**config.mk**
```make
export PLATFORM = sky130hd
export DESIGN_NAME = icdf_seq_ctrl
export DESIGN_NICKNAME = d
export VERILOG_FILES = /design/src/rtl/icdf_pkg.sv /design/src/rtl/icdf_seg_lzc.sv /design/src/rtl/icdf_seq_ctrl.sv
export SDC_FILE = /design/constraint.sdc
export NUM_CORES = 1
export LEC_CHECK = 0
export CAP_MARGIN = 10
export CORE_MARGIN = 2
export CORE_UTILIZATION = 52
export CTS_CLUSTER_DIAMETER = 60
export CTS_CLUSTER_SIZE = 16
export DETAILED_ROUTE_END_ITERATION = 10
export PLACE_DENSITY = 0.78
export SYNTH_ARGS = -nofsm -noshare
export SYNTH_HDL_FRONTEND = slang
export SYNTH_HIERARCHICAL = 1
export SYNTH_SLANG_ARGS = --single-unit
```
**constraint.sdc**
```tcl
create_clock -name clk -period 10.2 [get_ports clk]
set_clock_uncertainty 0.05 [all_clocks]
set_input_delay 1.53 -clock clk [delete_from_list [all_inputs] [get_ports clk]]
set_output_delay 1.53 -clock clk [all_outputs]
set_load 0.005 [all_outputs]
```
**src/rtl/icdf_pkg.sv**
```systemverilog
// Shared types, constants and segment/residual derivation for the ICDF sequencer.
// The derivation function returns the residual left-aligned at bit 30 so callers can slice any width.
package icdf_pkg;

   typedef enum logic [1:0] {
      IDLE  = 2'd0,
      RUN   = 2'd1,
      DRAIN = 2'd2,
      DONE  = 2'd3
   } seq_state_t;

   localparam int         SEG_W   = 7;
   localparam logic [3:0] SAT_OCT = 4'd15;

   typedef struct packed {
      logic [SEG_W-1:0] seg;
      logic [30:0]      x_full;
   } seg_x_t;

   // Normalising by lz puts the leading one at bit 30; the three bits below it pick the
   // sub-segment and everything further down is the residual. Small magnitudes share one octave.
   function automatic seg_x_t derive_seg_x(input logic [30:0] m,
                                           input logic [4:0]  lz,
                                           input logic        sat);
      seg_x_t      r;
      logic [30:0] norm;
      norm = m << lz;
      if (sat) begin
         r.seg    = {SAT_OCT, m[15:13]};
         r.x_full = {m[12:0], 18'd0};
      end else begin
         r.seg    = {lz[3:0], norm[29:27]};
         r.x_full = {norm[26:0], 4'd0};
      end
      return r;
   endfunction

endpackage

```
**src/rtl/icdf_seg_lzc.sv**
```systemverilog
// 31-bit leading-zero counter plus the saturated-octave flag (no set bit above bit 15).
module icdf_seg_lzc (
   input  logic [30:0] m,
   output logic [4:0]  lz,
   output logic        sat
);

   // Scanning upward lets the highest set bit overwrite any lower one.
   always_comb begin
      lz = 5'd31;
      for (int i = 0; i < 31; i++) begin
         if (m[i]) lz = 5'(30 - i);
      end
   end

   assign sat = (m[30:16] == 15'd0);

endmodule

```
**src/rtl/icdf_seq_ctrl.sv**
```systemverilog
// Burst sequencer for the ICDF Gaussian front end: S1 word register drives the coefficient ROM,
// output register aligns x/sign with its registered coefficients. Optional macro: ICDF_SEQ_STATS_EN.
module icdf_seq_ctrl
   import icdf_pkg::*;
#(
   parameter int LEN_W = 16,
   parameter int X_W   = 18
) (
   input  logic             clk,
   input  logic             rst,
   input  logic             start,
   input  logic [LEN_W-1:0] len,
   input  logic [31:0]      u_data,
   input  logic             u_valid,
   output logic             u_ready,
   output logic [SEG_W-1:0] segment,
   output logic             en_coef,
   output logic [X_W-1:0]   x_out,
   output logic             sign_out,
   output logic             out_valid,
   input  logic             out_ready,
   output logic             busy,
   output logic             done
`ifdef ICDF_SEQ_STATS_EN
   ,
   output logic [LEN_W-1:0] sat_cnt
`endif
);

   seq_state_t       state, state_next;
   logic [LEN_W-1:0] remaining;
   logic [31:0]      s1_data;
   logic             s1_valid;
   logic             advance;
   logic             accept;
   logic             load_out;
   logic [4:0]       lz;
   logic             sat;
   seg_x_t           sx;
   logic [X_W+30:0]  x_pad;
   logic [X_W-1:0]   x_next;

   icdf_seg_lzc u_lzc (
      .m   (s1_data[30:0]),
      .lz  (lz),
      .sat (sat)
   );

   assign sx       = derive_seg_x(s1_data[30:0], lz, sat);
   assign x_pad    = {sx.x_full, X_W'(0)};
   assign x_next   = x_pad[X_W+30 -: X_W];
   assign advance  = ~out_valid | out_ready;
   assign accept   = u_valid & u_ready;
   assign load_out = advance & s1_valid;

   // Segment is forced to zero while S1 is empty so the ROM address idles at a known value.
   assign segment  = s1_valid ? sx.seg : '0;
   assign en_coef  = s1_valid;

   always_ff @(posedge clk) begin
      if (rst) state <= IDLE;
      else     state <= state_next;
   end

   always_comb begin
      state_next = state;
      case (state)
         IDLE:    if (start) state_next = (len == '0) ? DONE : RUN;
         RUN:     if (accept && remaining == LEN_W'(1)) state_next = DRAIN;
         DRAIN:   if (!s1_valid && !out_valid) state_next = DONE;
         DONE:    state_next = IDLE;
         default: state_next = IDLE;
      endcase
   end

   always_comb begin
      busy    = (state != IDLE);
      done    = (state == DONE);
      u_ready = (state == RUN) && (remaining != '0) && (!s1_valid || advance);
   end

   always_ff @(posedge clk) begin
      if (rst)                        remaining <= '0;
      else if (state == IDLE && start) remaining <= len;
      else if (accept)                remaining <= remaining - LEN_W'(1);
   end

   // S1 holds its word through a stall so segment, and therefore the ROM output, stays put.
   always_ff @(posedge clk) begin
      if (rst) begin
         s1_data  <= '0;
         s1_valid <= 1'b0;
      end else if (accept) begin
         s1_data  <= u_data;
         s1_valid <= 1'b1;
      end else if (advance) begin
         s1_valid <= 1'b0;
      end
   end

   always_ff @(posedge clk) begin
      if (rst) begin
         x_out     <= '0;
         sign_out  <= 1'b0;
         out_valid <= 1'b0;
      end else if (load_out) begin
         x_out     <= x_next;
         sign_out  <= s1_data[31];
         out_valid <= 1'b1;
      end else if (out_ready) begin
         out_valid <= 1'b0;
      end
   end

`ifdef ICDF_SEQ_STATS_EN
   always_ff @(posedge clk) begin
      if (rst)                                  sat_cnt <= '0;
      else if (state == IDLE && start)           sat_cnt <= '0;
      else if (load_out && sat && sat_cnt != '1) sat_cnt <= sat_cnt + LEN_W'(1);
   end
`else
   // Without statistics there is no saturated-segment counter.
`endif

endmodule
```
* Word level (Yosys, flattened, before mapping) *
Index checks and enable logic that the tools add are counted.

word-level totals
  register bits after elaboration = 71

operators by class
  mux-type cells = 44
  reductions and logical operators = 17
  bitwise operators = 4
  add/sub/neg operators = 1
  equality and inequality tests = 7
  shift operators = 1

operators by type and width
  kind                   count
  $mux 5                 16
  $mux 38                1
  $mux 16                2
  $mux 4                 8
  $shl 31x5->30          1
  $eq 16x1->1 const B    1
  $logic_not 16->1       1
  $reduce_bool 16->1     1
  $sub 16x1->16 const B  1
  $logic_not 15->1       1
  $mux 2                 6
  $mux 3                 4
  $pmux 2 s4             1
  $reduce_bool 2->1      4
  $mux 7                 1
  $ne 2x2->1 const B     3
  $logic_and 1x1->1      5
  $mux 1                 5
  $eq 2x2->1 const B     2
  $reduce_and 3->1       1
  $and 1x1->1            2
  $eq 2x1->1 const B     1
  $logic_not 1->1        2
  $logic_not 2->1        1
  other kinds (3)        3

* Longest topological paths before layout *
Gate-level depths: netlist of run 1.

  depth after elaboration = 34
  depth in mapped cells = 12
  gate-level depth less buffers = 9

* Cells and area by module *
The synthesis of run 1 kept the hierarchy.

modules (own cells, without submodules)
  module         cells an instance  times used  area each (um2)
  icdf_seq_ctrl  568                1           4858.4
  icdf_seg_lzc   61                 1           357.8

* Least setup slack after synthesis of run 1 *
No wires, ideal clock.

  kind = register to output
  from = register s1_data[6]
  to = output segment[1]
  path buffers = 2
  path slack = 5.878 ns
  arrival time = 2.742 ns
  cell stages (with the launch flop) = 11
  required time = 8.620 ns
  cell sequence = dfxtp_1 -> or4_1 -> a21boi_1 -> o21ai_1 -> a21boi_1 -> clkbuf_1 -> buf_2 -> mux4_2 -> mux4_2 -> a32oi_1 -> a21oi_1

on the way
  cells in the longest elaborated chain, start to end = 28

RTL lines
  item                    RTL line             text
  from (decl)             icdf_seq_ctrl.sv:32  logic [31:0] s1_data;
  from (signal assigned)  icdf_seq_ctrl.sv:94  s1_data <= u_data;
  $mux 3                  icdf_seg_lzc.sv:12   if (m[i]) lz = 5'(30 - i);
  $mux 4 (8 in a row)     icdf_seg_lzc.sv:12
  $mux 5 (16 in a row)    icdf_seg_lzc.sv:12
  net lz[2]               icdf_seq_ctrl.sv:37  logic [4:0] lz;
  $shl 31x5->30           icdf_pkg.sv:27       norm = m << lz;
  $mux 38                 icdf_pkg.sv:28       if (sat) begin
  $mux 7                  icdf_seq_ctrl.sv:57  assign segment = s1_valid ? sx.seg : '0;
  to (decl)               icdf_seq_ctrl.sv:16  output logic [SEG_W-1:0] segment,

The timed path passes the listed nets, and every way through them passes these cells.

* Worst setup path in the final report of run 1 *
  from = register s1_data[8]
  to = output segment[0]

on the way
  cells in the longest elaborated chain, start to end = 26

RTL lines
  item                  RTL line
  $mux 4 (7 in a row)   icdf_seg_lzc.sv:12
  $mux 5 (16 in a row)  icdf_seg_lzc.sv:12
  net lz[1]             icdf_seq_ctrl.sv:37
  $shl 31x5->30         icdf_pkg.sv:27
  $mux 38               icdf_pkg.sv:28
  $mux 7                icdf_seq_ctrl.sv:57

The timed path passes the listed nets, and every way through them passes these cells.

==> results of run 1 <==
## final cells by class
| type | count | area (sq um) | area share, % |
|---|---|---|---|
| Inverter | 18 | 67.6 | 1.07 |
| Sequential cell | 71 | 1420 | 22.6 |
| Timing Repair Buffer | 92 | 913 | 14.5 |
| Clock buffer | 11 | 131 | 2.09 |
| Clock inverter | 5 | 81.3 | 1.29 |
| Multi-Input combinational cell | 493 | 3510 | 55.8 |
| Tap cell | 133 | 166 | 2.64 |
## tightest hold or removal path: cells and delay by family, from the launching register on
kind,cells,cell delay (ps)
AND/OR/NAND/NOR,1,50
AO/OA/AOI/OAI,1,50
flip-flops,1,310
## registers in the layout (all words and copies together) (netlist names)
signal and flops:
en_coef 1, out_valid 1, remaining 16, s1_data 32
sign_out 1, state 2, x_out 18
## Yosys cell counts, types with 8 or more instances
master | number | share of area, %
nor3_1 | 25 | 2.4
nor2b_1 | 9 | 1.1
o21ai_0 | 11 | 1.1
ha_1 | 8 | 1.9
xnor2_1 | 13 | 2.2
buf_2 | 10 | 0.96
clkbuf_1 | 27 | 1.9
nand2b_1 | 8 | 0.96
mux2i_1 | 34 | 6.5
dfxtp_1 | 71 | 27
inv_1 | 16 | 1.2
nor4_1 | 17 | 2.0
nand2_1 | 93 | 6.7
mux4_2 | 27 | 12
nor2_1 | 69 | 5.0
a21oi_1 | 49 | 4.7
a211oi_1 | 22 | 3.2
## worst max path at each step
stage            endpoint   startpoint  slack [ps]  cells after the start
2_1_floorplan  segment[1]   s1_data[6]        5880                     10
3_3_place_gp   segment[0]  s1_data[23]        4970                     10
5_1_grt        segment[0]  s1_data[21]        4060                     11
3_5_place_dp   segment[0]   s1_data[8]        4950                     10
4_1_cts        segment[0]   s1_data[8]        4510                     10
6_report       segment[0]   s1_data[8]        4470                     10
## metal layers
metal	GRT usage, %	vias up	share of wire (%)	routed length (um)
met5	0	-	0	0
met4	11.2	0	2.3	373
met3	5.14	27	8.2	1300
met2	43.6	271	45	7090
met1	43.2	2489	45	7130
li1	-	2439	-	-
## logic make-up (layout without fill, tap and decap cells)
group | Yosys count | count (layout) | share of synthesized area, %
buffers and inverters | 65 | 126 | 5.85
AO/OA/AOI/OAI | 142 | 142 | 18.6
adder cells (fa/ha/maj) | 8 | 8 | 1.92
flip-flops | 71 | 71 | 27.2
multiplexers | 68 | 68 | 19.7
XOR/XNOR | 13 | 13 | 2.18
AND/OR/NAND/NOR | 262 | 262 | 24.5
## power breakdown
| group | internal, W | leakage [nW] | total (W) | switching, W |
|---|---|---|---|---|
| clock network | 0.000138 | 0.104 | 0.000253 | 0.000115 |
| logic | 0.000543 | 1.52 | 0.00135 | 0.000802 |
| registers | 0.000327 | 0.579 | 0.000406 | 0.0000792 |
## metrics by stage
stage | power (W) | hold slack, ps | worst slack, ps
3_3_place_gp | 0.00171 | 392 | 4970
3_5_place_dp | 0.00172 | 397 | 4950
6_report | 0.00201 | 408 | 4470
5_1_grt | 0.00213 | 430 | 4060
2_1_floorplan | 0.00143 | 382 | 5880
4_1_cts | 0.00198 | 408 | 4510
==> metrics.txt, run 1 <==
status=finished clean; CP top delay family=compound AO/OA/AOI/OAI gates; setup repair after global routing missed its margin=false; Ys Warns=6; crit path time final=5730 ps; Placed Area=6060 sq um; Post-Place Cells=roughly 800; worst hold stages=2; I/O Buffers=83; flip-flop and latch count after synthesis=71; Worst Tran Pin Value=between 1000 and 1500 ps; postcts setup bufs=0; starting utilization of the core area=approximately 53%; final hold vios=0; initial antenna violation count=0; first-pass GRT wire length=between 20 and 30 mm; Clock Sinks=71; CP Buf/Inv Count=2; Setup crit start kind=register; # IOs=84; clk buf depth=2; HP Start=x_out[8]; reg-to-reg slack, setup=around 6600 ps; Synth async-reset ratio=0%; Synth Cell Area=5220 sq um; Final Max Slew Viols=0; commonest non-fill, non-tap cells in the layout=93 x nand2_1, 82 x clkdlybuf4s50_1, 71 x dfxtp_1; instance count of the mapped netlist=629; part of the Yosys area used for sequential elements=27.2%; Static Leakage=2.20 nW; Layout area overhead=20.7%; Fmax=175 MHz; GPL Wtd Cong=0.980; row cnt=36; post-cts resize count=0; Critical Path Max Stage Delay=620 ps; Worst-path clk slew=80 ps; die area=roughly 11000 sq um; Setup TNS Final=0 ps; Routed WL=15.9 mm; Worst EP required=around 8600 ps; Cell Pwr Density=318 nW/um^2; top_reg_cell synth=dfxtp_1; final setup violation count=0; DR vias/cell=between 6 and 7; maxcap violations=0; design area=6300 sq um; Die Y=about 100 um; VDD IR max=0.000165 V; Tcrit/Tclk final=56.1%; Worst Hold Class=register to register; H-tree Lvls=3; Antenna Diode Count=0; WHS Endpoint=x_out[8]; GRT overflow=0; Worst R2R End=x_out[16]; largest net degree at the start of global routing=79; layout cells sized above 1=roughly 11%; Detailed Place HPWL=about 12 mm; syn nets=690; CP Data Arrival Time=4150 ps; drt pass-1 iters=5; worst-path fanout max=25; drt drc=0; Core Area=9770 sq um; WL/cell=19.3 um; total CTS buffers=9; Root Buffer=clkbuf_8; Die Wd=104 um; Clk Latency, worst-skew pair=360 ps; critical path type=register to primary output; Finished Layout Cells=823; CP Capture Type=primary output; hold buffers post-CTS=0; Post-Syn Area per Cell=8.29 sq um; Crit Reg-Reg Startpoint=s1_data[8]; fill count=874; CTS tree=done; antenna-violating nets left=0; slowest CP cell=o21a_2; cell depth of the worst flop-to-flop path=9; library cells used by synthesis=70; vias in the first global route=4875; vias=5226; final core utilization=64.4%; nets=roughly 750; CP cell instances=o21ai_0 > a31oi_1 > o21a_2 > buf_4 > mux2i_1 > mux2_2 > o22ai_1 > a2111oi_0 > nor3_1 > clkdlybuf4s50_1; commonest non-fill, non-tap cell in the layout=nand2_1; Initial DRC Count=491; worst relative slew slack=32.8%; GR Util All Layers=29.6%; count of flip-flops with a built-in enable after synthesis=0
Note: power is estimated with default switching activity, not from simulation.
==> run 2: changes to the inputs <==
--- a/config.mk
+++ b/config.mk
@@ -7,11 +7,11 @@
 export LEC_CHECK = 0
 export CAP_MARGIN = 10
 export CORE_MARGIN = 2
-export CORE_UTILIZATION = 52
+export CORE_UTILIZATION = 49
 export CTS_CLUSTER_DIAMETER = 60
 export CTS_CLUSTER_SIZE = 16
 export DETAILED_ROUTE_END_ITERATION = 10
-export PLACE_DENSITY = 0.78
+export PLACE_DENSITY = 0.77
 export SYNTH_ARGS = -nofsm -noshare
 export SYNTH_HDL_FRONTEND = slang
 export SYNTH_HIERARCHICAL = 1
==> constraint.sdc (replaced) <==
create_clock -name clk -period 4.95 [get_ports clk]
set_clock_uncertainty 0.05 [all_clocks]
set_input_delay 0.7425 -clock clk [delete_from_list [all_inputs] [get_ports clk]]
set_output_delay 0.7425 -clock clk [all_outputs]
set_load 0.005 [all_outputs]
==> metrics.txt, run 2 (synthesized netlist as in run 1, its figures left out) <==
Worst EP required=4160 ps (was 8620 ps); Hold Slack=407 ps (was 408 ps); postcts setup bufs=0 (unchanged); vias in the first global route=4841 (was 4875); Sw Pwr=0.00209 W (was 0.000996 W); largest net degree at the start of global routing=51 (was 79); post-cts resize count=0 (unchanged); Final Max Slew Viols=0 (unchanged); clk buf depth=2 (unchanged); Layout area overhead=21.1% (was 20.7%); final hold vios=0 (unchanged); Die Y=107 um (was 104 um); commonest non-fill, non-tap cells in the layout=93 x nand2_1, 82 x clkdlybuf4s50_1, 71 x dfxtp_1 (unchanged); DR vias/cell=6.30 (was 6.35); Most flops, register=s1_data (unchanged); Clk pwr share=11.6% (was 12.6%); Initial DRC Count=633 (was 491); Setup TNS Final=0 ps (unchanged); # IOs=84 (unchanged); nets=752 (was 746); Pint=0.00208 W (was 0.00101 W); Worst Hold Class=register to register (unchanged); CTS tree=done (unchanged); GPL Wtd Cong=0.981 (was 0.980); Clk Latency, worst-skew pair=360 ps (about the same); CP Data Arrival Time=3890 ps (was 4150 ps); max reg flops=32 (unchanged); starting utilization of the core area=50.5% (was 53.4%); Max Used Layer=met4 (unchanged); Antenna Diode Count=0 (unchanged); worst setup margin=271 ps (was 4470 ps); worst relative slew slack=23.7% (was 32.8%); crit path time final=roughly 4700 ps; CP Capture Type=primary output (unchanged); Worst Tran Pin Value=1140 ps (was 1010 ps); met3 wire len=1.23 mm (was 1.30 mm); Reg power frac=20.1% (was 20.3%); Static Leakage=2.21 nW (was 2.20 nW); maxcap violations=0 (unchanged); met2 wire len=7.37 mm (was 7.09 mm); drt pass-1 iters=5 (unchanged); antenna-violating nets left=0 (unchanged); drt drc=0 (unchanged); hold buffers post-CTS=0 (unchanged); switching portion of total power=50.1% (was 49.7%); first-pass GRT wire length=25.9 mm (was 25.6 mm); Tcrit/Tclk final=94.5%; Routed WL=16.1 mm (was 15.9 mm); WL/cell=19.3 um (about the same); GRT overflow=0 (unchanged); row cnt=37 (was 36); Comb pwr share=68.4% (was 67.1%); Root Buffer=clkbuf_8 (unchanged); total CTS buffers=9 (unchanged); Clock Sinks=71 (unchanged); VDD IR max=0.000395 V (was 0.000165 V); final core utilization=61.2% (was 64.4%); layout cells sized above 1=12.4% (was 11.3%); final setup violation count=0 (unchanged); initial antenna violation count=0 (unchanged); Setup crit start kind=register (unchanged); H-tree Lvls=3 (unchanged); PnR Total Power=0.00417 W (was 0.00201 W); status=finished clean (unchanged); largest registers=s1_data x32, x_out x18, remaining x16 (unchanged); worst-path fanout max=25 (unchanged); critical path type=register to primary output (unchanged); Core Area=10300 sq um (was 9770 sq um); Cell Pwr Density=660 nW/um^2 (was 318 nW/um^2); die area=11500 sq um (was 10800 sq um); Fmax=roughly 210 MHz; commonest non-fill, non-tap cell in the layout=nand2_1 (unchanged); GR Util All Layers=28.8% (was 29.6%); vias=5245 (was 5226); Detailed Place HPWL=11.8 mm (was 11.5 mm); Die Wd=107 um (was 104 um); Worst-path clk slew=80 ps (about the same); Metal-1 WL=7.07 mm (was 7.13 mm); Post-Place Worst Slack=587 ps (was 4950 ps); setup repair after global routing missed its margin=false (unchanged); I/O Buffers=83 (unchanged)
-- run 2: layout make-up --
type                            instances  area, sq um
Clock buffer                           10          128
Multi-Input combinational cell        493         3520
Sequential cell                        71         1420
Tap cell                              136          170
Clock inverter                          6         68.8
Inverter                               18         67.6
Timing Repair Buffer                   98          942
Fill cell                             921         4010
-- run 2: critical path: stages, from the launching register on --
cell and delay, ps:
dfxtp_1 560, o311ai_1 170, a31oi_1 260, o21a_2 280, buf_6 310, mux4_2 590
mux2i_1 310, nor3_1 100, a221oi_1 360, a21oi_1 130, clkdlybuf4s50_1 460
-- run 2: power groups by stage --
stage | logic, W | clock network [W] | registers [W]
after floorplan | 0.00216 | 0 | 0.000794
after global placement | 0.00277 | 0 | 0.000830
after detailed placement | 0.00278 | 0 | 0.000841
after CTS | 0.00279 | 0.000487 | 0.000828
after global routing | 0.00307 | 0.000510 | 0.000852
final | 0.00285 | 0.000483 | 0.000836
-- run 2: per-stage QoR --
stage                     instances  cell area (sq um)
after global routing            832               6320
after floorplan                 629               5220
after global placement          816               6110
after CTS                       832               6310
final                           832               6320
after detailed placement        816               6110
-- run 2: path summary, 6_finish.rpt --
| path | end | cells past startpoint | slack (ps) | startpoint |
|---|---|---|---|---|
| setup / recovery | segment[2] | 10 | 270 | s1_data[4] |
| hold reg to reg | x_out[4] | 2 | 410 | x_out[4] |
| setup reg to reg | x_out[16] | 9 | 1690 | s1_data[4] |
| hold / removal | x_out[4] | 2 | 410 | x_out[4] |
-- run 2: per-layer routing --
metal | vias up | global-route usage, %
met4 | 0 | 9.46
met5 | - | 0
met3 | 26 | 4.68
li1 | 2447 | -
met2 | 268 | 43.2
met1 | 2504 | 42.1
==> run 3: changes to the inputs <==
--- a/config.mk
+++ b/config.mk
@@ -5,10 +5,10 @@
 export SDC_FILE = /design/constraint.sdc
 export NUM_CORES = 1
 export LEC_CHECK = 0
-export CAP_MARGIN = 10
+export CAP_MARGIN = 20
 export CORE_MARGIN = 2
 export CORE_UTILIZATION = 49
-export CTS_CLUSTER_DIAMETER = 60
+export CTS_CLUSTER_DIAMETER = 150
 export CTS_CLUSTER_SIZE = 16
 export DETAILED_ROUTE_END_ITERATION = 10
 export PLACE_DENSITY = 0.77
==> metrics.txt, run 3 (synthesized netlist as in run 1, its figures left out) <==
CTS tree=done (unchanged); vias in the first global route=4841 (unchanged); worst relative slew slack=31.0% (was 23.7%); Root Buffer=clkbuf_8 (unchanged); H-tree Lvls=3 (unchanged); Worst EP required=4160 ps (about the same); Setup TNS Final=0 ps (unchanged); worst-path fanout max=25 (unchanged); critical path type=register to primary output (unchanged); Reg area=1420 sq um (unchanged); Clock Sinks=71 (unchanged); Finished Layout Cells=833 (was 832); final core utilization=61.5% (was 61.2%); Die Wd=107 um (unchanged); max reg flops=32 (unchanged); GPL Wtd Cong=0.981 (unchanged); drt pass-1 iters=5 (unchanged); initial antenna violation count=0 (unchanged); Worst Tran Pin Value=1030 ps (was 1140 ps); Critical Path Max Stage Delay=600 ps (was 590 ps); Die Y=107 um (unchanged); commonest non-fill, non-tap cell in the layout=nand2_1 (unchanged); Fmax=213 MHz (was 214 MHz); Antenna Diode Count=0 (unchanged); VDD IR max=0.000397 V (was 0.000395 V); Static Leakage=2.23 nW (was 2.21 nW); drt drc=0 (unchanged); Worst-path clk slew=90 ps (was 80 ps); Initial DRC Count=547 (was 633); Detailed Place HPWL=11.8 mm (unchanged); Worst Hold Class=register to register (unchanged); CP cell instances=o21ai_0 > a31oi_1 > o21a_2 > buf_6 > mux4_2 > mux2i_1 > nor3_1 > a221oi_1 > a21oi_1 > clkdlybuf4s50_1 (was o311ai_1 > a31oi_1 > o21a_2 > buf_6 > mux4_2 > mux2i_1 > nor3_1 > a221oi_1 > a21oi_1 > clkdlybuf4s50_1); post-cts resize count=0 (unchanged); # IOs=84 (unchanged); nets=753 (was 752); row cnt=37 (unchanged); GR Util All Layers=28.8% (unchanged); Layout area overhead=21.7% (was 21.1%); status=finished clean (unchanged); layout cells sized above 1=12.5% (was 12.4%); Placed Area=6110 sq um (unchanged); die area=11500 sq um (unchanged); DR vias/cell=6.31 (was 6.30); largest registers=s1_data x32, x_out x18, remaining x16 (unchanged); Routed WL=16.1 mm (about the same); postcts setup bufs=0 (unchanged); Clk Latency, worst-skew pair=350 ps (was 360 ps); setup repair after global routing missed its margin=false (unchanged); GRT overflow=0 (unchanged); Setup crit start kind=register (unchanged); design area=6350 sq um (was 6320 sq um); Multi-input gate area=3520 sq um (unchanged); hold buffers post-CTS=0 (unchanged); Core Area=10300 sq um (unchanged); crit path time final=4690 ps (was 4680 ps); Final Max Slew Viols=0 (unchanged); WL/cell=19.3 um (about the same); CP Data Arrival Time=3890 ps (about the same); vias=5257 (was 5245); commonest non-fill, non-tap cells in the layout=93 x nand2_1, 82 x clkdlybuf4s50_1, 71 x dfxtp_1 (unchanged); first-pass GRT wire length=25.9 mm (unchanged); antenna-violating nets left=0 (unchanged); final setup violation count=0 (unchanged); maxcap violations=0 (unchanged); CP Capture Type=primary output (unchanged); fill count=916 (was 921); Post-Place Cells=816 (unchanged); total CTS buffers=9 (unchanged); clk buf depth=2 (unchanged); largest net degree at the start of global routing=51 (unchanged); final hold vios=0 (unchanged); slowest CP cell=mux4_2 (unchanged); I/O Buffers=83 (unchanged); Most flops, register=s1_data (unchanged); Cell Pwr Density=660 nW/um^2 (about the same); Tcrit/Tclk final=94.7% (was 94.5%); starting utilization of the core area=50.5% (unchanged)
## run 3: changes by cell type in the layout (fill, tap and decap cells not counted), sizes merged
cell | previous run | this run
buf | 16 | 17
## run 3: area by class of cell
type,count,share of cell area [%]
multi-input combinational,493,55.5
tap,136,2.68
clock inverter,6,1.08
clock buffer,10,2.01
sequential,71,22.4
timing repair buffer,99,15.3
inverter,18,1.06
## run 3: through the flow
step           hold WS, ps  total power, W  setup slack, ps
2_1_floorplan          382         0.00295             1420
3_3_place_gp           392         0.00360              590
3_5_place_dp           397         0.00362              587
4_1_cts                409         0.00411              215
5_1_grt                430         0.00445             18.7
6_report               407         0.00419              263
## run 3: path summary, 6_finish.rpt
check                           slack, ps  cells after the start         end        start
worst min register to register        410                      2    x_out[4]     x_out[4]
worst max register to register       1660                      9   x_out[16]  s1_data[15]
worst min-delay path                  410                      2    x_out[4]     x_out[4]
worst max-delay path                  260                     10  segment[2]   s1_data[8]
## run 3: per-layer routing
| layer | share of wire [%] | GRT usage (%) | up-vias |
|---|---|---|---|
| met4 | 2.4 | 9.46 | 0 |
| met1 | 44 | 42.1 | 2511 |
| li1 | - | - | 2452 |
| met5 | 0 | 0 | - |
| met3 | 8.1 | 4.68 | 26 |
| met2 | 46 | 43.2 | 268 |
## run 3: worst max-delay path: cells and delay by family (launching register included)
family                 cells  cell delay, ps
AOI/OAI and AO/OA          5            1210
buffers and inverters      2             770
DFF                        1             560
muxes                      2             900
and+or+nand+nor            1             100
## run 3: where the power goes
group,internal [W],total (W),switching (W),leakage (nW)
Combinational,0.00118,0.00287,0.00169,1.55
Clock,0.000236,0.000481,0.000245,0.0968
Sequential,0.000674,0.000837,0.000163,0.579
Total,0.00209,0.00419,0.00210,2.23
